## config.mk

```make
export PLATFORM = sky130hd
export DESIGN_NAME = seg_scan_decoder
export DESIGN_NICKNAME = d
export VERILOG_FILES = /design/src/rtl/seg_scan_decoder.sv
export SDC_FILE = /design/constraint.sdc
export NUM_CORES = 1
export LEC_CHECK = 0
export ABC_AREA = 1
export BUFFER_PORTS_ARGS = -buffer_cell sky130_fd_sc_hd__buf_2
export CORE_MARGIN = 5
export CORE_UTILIZATION = 55
export DETAILED_ROUTE_END_ITERATION = 12
export PLACE_DENSITY = 0.75
export SLEW_MARGIN = 5
export SYNTH_ARGS = -nofsm -noshare
export SYNTH_HDL_FRONTEND = slang
export SYNTH_SLANG_ARGS = --single-unit
```

## constraint.sdc

```tcl
create_clock -name CLK100MHZ -period 2.1 [get_ports CLK100MHZ]
set_input_delay 0.42 -clock CLK100MHZ [delete_from_list [all_inputs] [get_ports CLK100MHZ]]
set_output_delay 0.42 -clock CLK100MHZ [all_outputs]
set_load 0.05 [all_outputs]
```

## src/rtl/seg_scan_decoder.sv

```systemverilog
`default_nettype none
// ============================================================================
// Module      : seg_scan_decoder
// Description : Watches a multiplexed, active-low 7-segment display bus and
//               reconstructs the 4-digit hex value being shown. Each digit
//               must be stable for STABLE_CYCLES samples before it is
//               decoded; a frame is published once all four digits have been
//               captured.
// Revision    : 1.0 - initial release
// ============================================================================
module seg_scan_decoder #(
    parameter int STABLE_CYCLES = 4
) (
    input  logic        CLK100MHZ,
    input  logic        BTNR,
    input  logic [6:0]  seg,
    input  logic [3:0]  an,
    output logic [15:0] value,
    output logic        valid,
    output logic        frame_done,
    output logic        bad_pattern
);

    localparam logic [1:0] c_st_wait   = 2'd0;
    localparam logic [1:0] c_st_settle = 2'd1;
    localparam logic [1:0] c_st_held   = 2'd2;
    localparam logic [7:0] c_stable    = 8'(STABLE_CYCLES);

    logic [6:0]  r_seg;
    logic [3:0]  r_an;
    logic [6:0]  r_prev_seg;
    logic [3:0]  r_prev_an;
    logic [1:0]  r_state;
    logic [7:0]  r_cnt;
    logic [15:0] r_shadow;
    logic [3:0]  r_mask;
    logic [15:0] r_value;
    logic        r_valid;
    logic        r_frame_done;
    logic        r_bad_pattern;

    logic        w_legal;
    logic        w_same;
    logic [1:0]  w_idx;
    logic        w_ok;
    logic [3:0]  w_nib;
    logic [1:0]  w_state_nxt;
    logic [7:0]  w_cnt_nxt;
    logic        w_capture;
    logic        w_publish;
    logic [3:0]  w_mask_base;

    // Register the raw bus once, and keep the previous sample for the
    // stability comparison.
    always_ff @(posedge CLK100MHZ) begin
        if (BTNR) begin
            r_seg      <= 7'h7F;
            r_an       <= 4'hF;
            r_prev_seg <= 7'h7F;
            r_prev_an  <= 4'hF;
        end else begin
            r_seg      <= seg;
            r_an       <= an;
            r_prev_seg <= r_seg;
            r_prev_an  <= r_an;
        end
    end

    // Exactly one anode low selects a digit; anything else is idle.
    always_comb begin
        w_legal = 1'b1;
        w_idx   = 2'd0;
        case (r_an)
            4'hE:    w_idx = 2'd0;
            4'hD:    w_idx = 2'd1;
            4'hB:    w_idx = 2'd2;
            4'h7:    w_idx = 2'd3;
            default: w_legal = 1'b0;
        endcase
    end

    assign w_same = ({r_an, r_seg} == {r_prev_an, r_prev_seg});

    // Segment pattern (active-low, g..a) to hex nibble.
    always_comb begin
        w_ok  = 1'b1;
        w_nib = 4'h0;
        case (r_seg)
            7'h40:   w_nib = 4'h0;
            7'h79:   w_nib = 4'h1;
            7'h24:   w_nib = 4'h2;
            7'h30:   w_nib = 4'h3;
            7'h19:   w_nib = 4'h4;
            7'h12:   w_nib = 4'h5;
            7'h02:   w_nib = 4'h6;
            7'h78:   w_nib = 4'h7;
            7'h00:   w_nib = 4'h8;
            7'h10:   w_nib = 4'h9;
            7'h08:   w_nib = 4'hA;
            7'h03:   w_nib = 4'hB;
            7'h46:   w_nib = 4'hC;
            7'h21:   w_nib = 4'hD;
            7'h06:   w_nib = 4'hE;
            7'h0E:   w_nib = 4'hF;
            default: w_ok  = 1'b0;
        endcase
    end

    // Stability FSM: a digit is decoded exactly once, on the cycle its
    // run of identical samples reaches STABLE_CYCLES.
    always_comb begin
        w_state_nxt = r_state;
        w_cnt_nxt   = r_cnt;
        w_capture   = 1'b0;
        case (r_state)
            c_st_wait: begin
                if (w_legal) begin
                    w_state_nxt = c_st_settle;
                    w_cnt_nxt   = 8'd1;
                end
            end
            c_st_settle: begin
                if (w_same) begin
                    w_cnt_nxt = r_cnt + 8'd1;
                    if (w_cnt_nxt == c_stable) begin
                        w_capture   = 1'b1;
                        w_state_nxt = c_st_held;
                    end
                end else if (w_legal) begin
                    w_cnt_nxt = 8'd1;
                end else begin
                    w_state_nxt = c_st_wait;
                    w_cnt_nxt   = 8'd0;
                end
            end
            c_st_held: begin
                if (!w_same) begin
                    if (w_legal) begin
                        w_state_nxt = c_st_settle;
                        w_cnt_nxt   = 8'd1;
                    end else begin
                        w_state_nxt = c_st_wait;
                        w_cnt_nxt   = 8'd0;
                    end
                end
            end
            default: begin
                w_state_nxt = c_st_wait;
                w_cnt_nxt   = 8'd0;
            end
        endcase
    end

    // A full mask publishes on the following cycle; a decode landing in
    // that same cycle starts the next frame's mask.
    assign w_publish   = (r_mask == 4'hF);
    assign w_mask_base = w_publish ? 4'h0 : r_mask;

    // State, capture shadow, mask and published outputs.
    always_ff @(posedge CLK100MHZ) begin
        if (BTNR) begin
            r_state       <= c_st_wait;
            r_cnt         <= 8'd0;
            r_shadow      <= 16'h0000;
            r_mask        <= 4'h0;
            r_value       <= 16'h0000;
            r_valid       <= 1'b0;
            r_frame_done  <= 1'b0;
            r_bad_pattern <= 1'b0;
        end else begin
            r_state       <= w_state_nxt;
            r_cnt         <= w_cnt_nxt;
            r_frame_done  <= w_publish;
            r_bad_pattern <= 1'b0;
            if (w_publish) begin
                r_value <= r_shadow;
                r_valid <= 1'b1;
            end
            if (w_capture && w_ok) begin
                r_shadow[{w_idx, 2'b00} +: 4] <= w_nib;
                r_mask <= w_mask_base | (4'b0001 << w_idx);
            end else if (w_capture) begin
                r_bad_pattern <= 1'b1;
                r_mask        <= 4'h0;
            end else begin
                r_mask <= w_mask_base;
            end
        end
    end

    assign value       = r_value;
    assign valid       = r_valid;
    assign frame_done  = r_frame_done;
    assign bad_pattern = r_bad_pattern;

endmodule
`default_nettype wire

```

==> impl_metrics.toml <==
[setup_path]
crit_path_max_incr_delay_ns = 0.36
required_ns = 2.39
path_cells = "inv_1 -> nor3_1 -> a31oi_1 -> ha_1 -> inv_1 -> o21ai_0 -> or2_2 -> nor2_1 -> nor2_1 -> nor2_1"
path_max_fanout = 4
endpoint_kind = "flop"
startpoint_type = "flop"
cpMostUsedCell = "nor2_1"
cpLargestDelayFamily = "simple AND/OR/NAND/NOR gates"
critical_path_buf_inv_count = 2
cp.arrival_ns = 2.23
slowest_stage = "dfxtp_1"
crit_type = "flop to flop"
rrSetupSlack_ns = 0.16

[sta]
tightest_slew_ns = 0.410
skew_ns = 0.00680
finalCriticalPeriod_ns = 1.94
max_freq_ghz = 0.515
finalCritPeriodShare = 0.925
rsz0062_at_grt = "false"
final-setup-viol-count = 0
hold_violations = 0
hold_slack_ns = 0.253
max_slew_margin = 0.725
fin_ws_ns = 0.158
fin_tns_setup_ns = 0
drv_slew = 0

[grt]
grt_use_total = 0.194
overflow = 0
antenna_found_initial = 0
grt_max_degree = 54
grt_pass1_vias = 2827
grt_pass1_wl_mm = 12.0

[floorplan]
die_y_um = 89.5
initial_core_util = 0.557
rows = 29
die_w_um = 89.5
io_pins = 32
core_mm2 = 0.00624
dieArea_mm2 = 0.00800

[detailed_routing]
via_per_inst = 5.03
vias = 3098
wire_per_inst_um = 11.5
ant_nets = 0
drt-initial-drc-count = 175
finalWirelength_mm = 7.07
dr.pass1.iters = 4
drc = 0

[power_and_ir_drop]
power_density_mw_per_mm2 = 881
internal-power_uw = 2520
clkPwrFrac = 0.386
switching_share = 0.289
p_leak_uw = 0.00216
p_sw_uw = 1030
power_frac_seq = 0.437
combPwrFrac = 0.177
irDropWorstVdd_uv = 631

[clocking]
cts_max_level = 3
cts_buffers = 9
hold_buffers = 0
root_buffer = "clkbuf_8"
clock-sinks = 71
cts_buffer_depth = 2
clkTransAtPathRegs_ns = 0.08
cts_tree = "yes"
clock_latency_ns = 0.35

[yosys]
netlist_area_mm2 = 0.00347
synth.distinct_cells = 30
yosysWarnings = 0
yosysSeqAreaShare = 0.409
postSynthCellCount = 492
synth_fp_nets = 514
syn_avg_cell_area_um2 = 7.06
ys_seq_elements = 71

[cells_and_area]
drive_above_1_share = 0.204
final_cell_count_no_fill = 616
areaGrowthSynthToFinish_pct = 16.0
nets = 556
final_cell_mix = "131 x nand2_1, 68 x dfxtp_1, 66 x nor2_1"
layout_commonest_cell = "nand2_1"
postLayoutCellArea_mm2 = 0.00403
num_antenna_cells = 0

[worst_hold_path]
hp-class = "input port to flop"

[placed_design]
gp_congestion = 0.850
placed_cells = 598
pre_cts_slack_ns = 0.0976
place_area_mm2 = 0.00375
dpl.hpwl_mm = 5.01
portBuffers = 31

[run]
max_cap_viol_count = 0

[status]
outcome = "completed"
cell usage after synthesis:
master / instances / share of area
nand2_1: 131 / 0.14
dfxtp_1: 71 / 0.41
nor2_1: 67 / 0.072
inv_1: 59 / 0.064
a21oi_1: 29 / 0.042
o21ai_0: 28 / 0.040
nor2_2: 16 / 0.029
nand3_1: 14 / 0.020
or2_2: 12 / 0.022
ha_1: 9 / 0.032
nand4_1: 8 / 0.014
clkbuf_1: 7 / 0.0076
nor3_1: 6 / 0.0086
xnor2_1: 5 / 0.013
inv_2: 4 / 0.0043
nand2_2: 4 / 0.0072
nand4_4: 4 / 0.024
nand3_2: 3 / 0.0086
a31oi_1: 2 / 0.0036
buf_6: 2 / 0.0065
clkinv_1: 2 / 0.0022
buf_1: 1 / 0.0011
buf_2: 1 / 0.0014
nand3_4: 1 / 0.0050
nand3b_4: 1 / 0.0058
nor2_8: 1 / 0.0058
o21ai_1: 1 / 0.0014
o21ai_2: 1 / 0.0025
o21bai_1: 1 / 0.0022
xor2_1: 1 / 0.0025
power groups by stage:
| stage | logic, uW | registers [uW] | clock network (uW) |
|---|---|---|---|
| 2_1_floorplan | 472 | 1550 | 0 |
| 3_3_place_gp | 600 | 1570 | 0 |
| 3_5_place_dp | 615 | 1570 | 0 |
| 4_1_cts | 619 | 1540 | 1380 |
| 5_1_grt | 722 | 1560 | 1450 |
| 6_report | 627 | 1550 | 1370 |
routing by layer:
metal	global-route usage	part of all wire	up-vias	wire [um]
li1	-	-	1616	-
met1	0.228	0.46	1391	3250
met2	0.332	0.47	75	3340
met3	0.0406	0.045	16	315
met4	0.0961	0.023	0	163
met5	0	0	-	0
what timing repair did:
action                                  CTS  global route
buffers inserted                          0             2
resized for setup                         0             6
endpoints found under the setup margin    0            20
per-stage QoR:
| step | total power, uW | util |
|---|---|---|
| after detailed placement | 2190 | 0.600 |
| after global placement | 2170 | 0.600 |
| after global routing | 3740 | 0.646 |
| final | 3550 | 0.646 |
| after floorplan | 2020 | - |
| after CTS | 3550 | 0.641 |
final timing paths:
check,from,end,depth (start not counted)
max,r_an[2],r_shadow[15],10
min,an[2],r_an[2],2
max reg2reg,r_an[2],r_shadow[15],10
min reg2reg,r_shadow[13],value[13],2
state kept, by name, summed over array words and instances, names as in the netlist, 2 cells and up:
signal / count
r_prev_seg: 7
r_shadow: 16
r_an: 4
value: 16
r_mask: 4
r_seg: 7
r_cnt: 8
r_state: 2
r_prev_an: 4
kinds of logic after synthesis:
logic type	after synthesis	synth area share
AND/OR/NAND/NOR	268	0.365
AO/OA/AOI/OAI	62	0.0919
XOR/XNOR	6	0.0151
buffers and inverters	76	0.0868
adder cells (fa/ha/maj)	9	0.0324
flip-flops	71	0.409
layout make-up:
type	count	area [um2]
tap	77	96.3
inverter	65	244
multi-input combinational	345	1760
timing repair buffer	42	250
fill	581	2210
sequential	71	1430
clock buffer	11	151
clock inverter	5	104
Power figures use the tool's default switching activity.
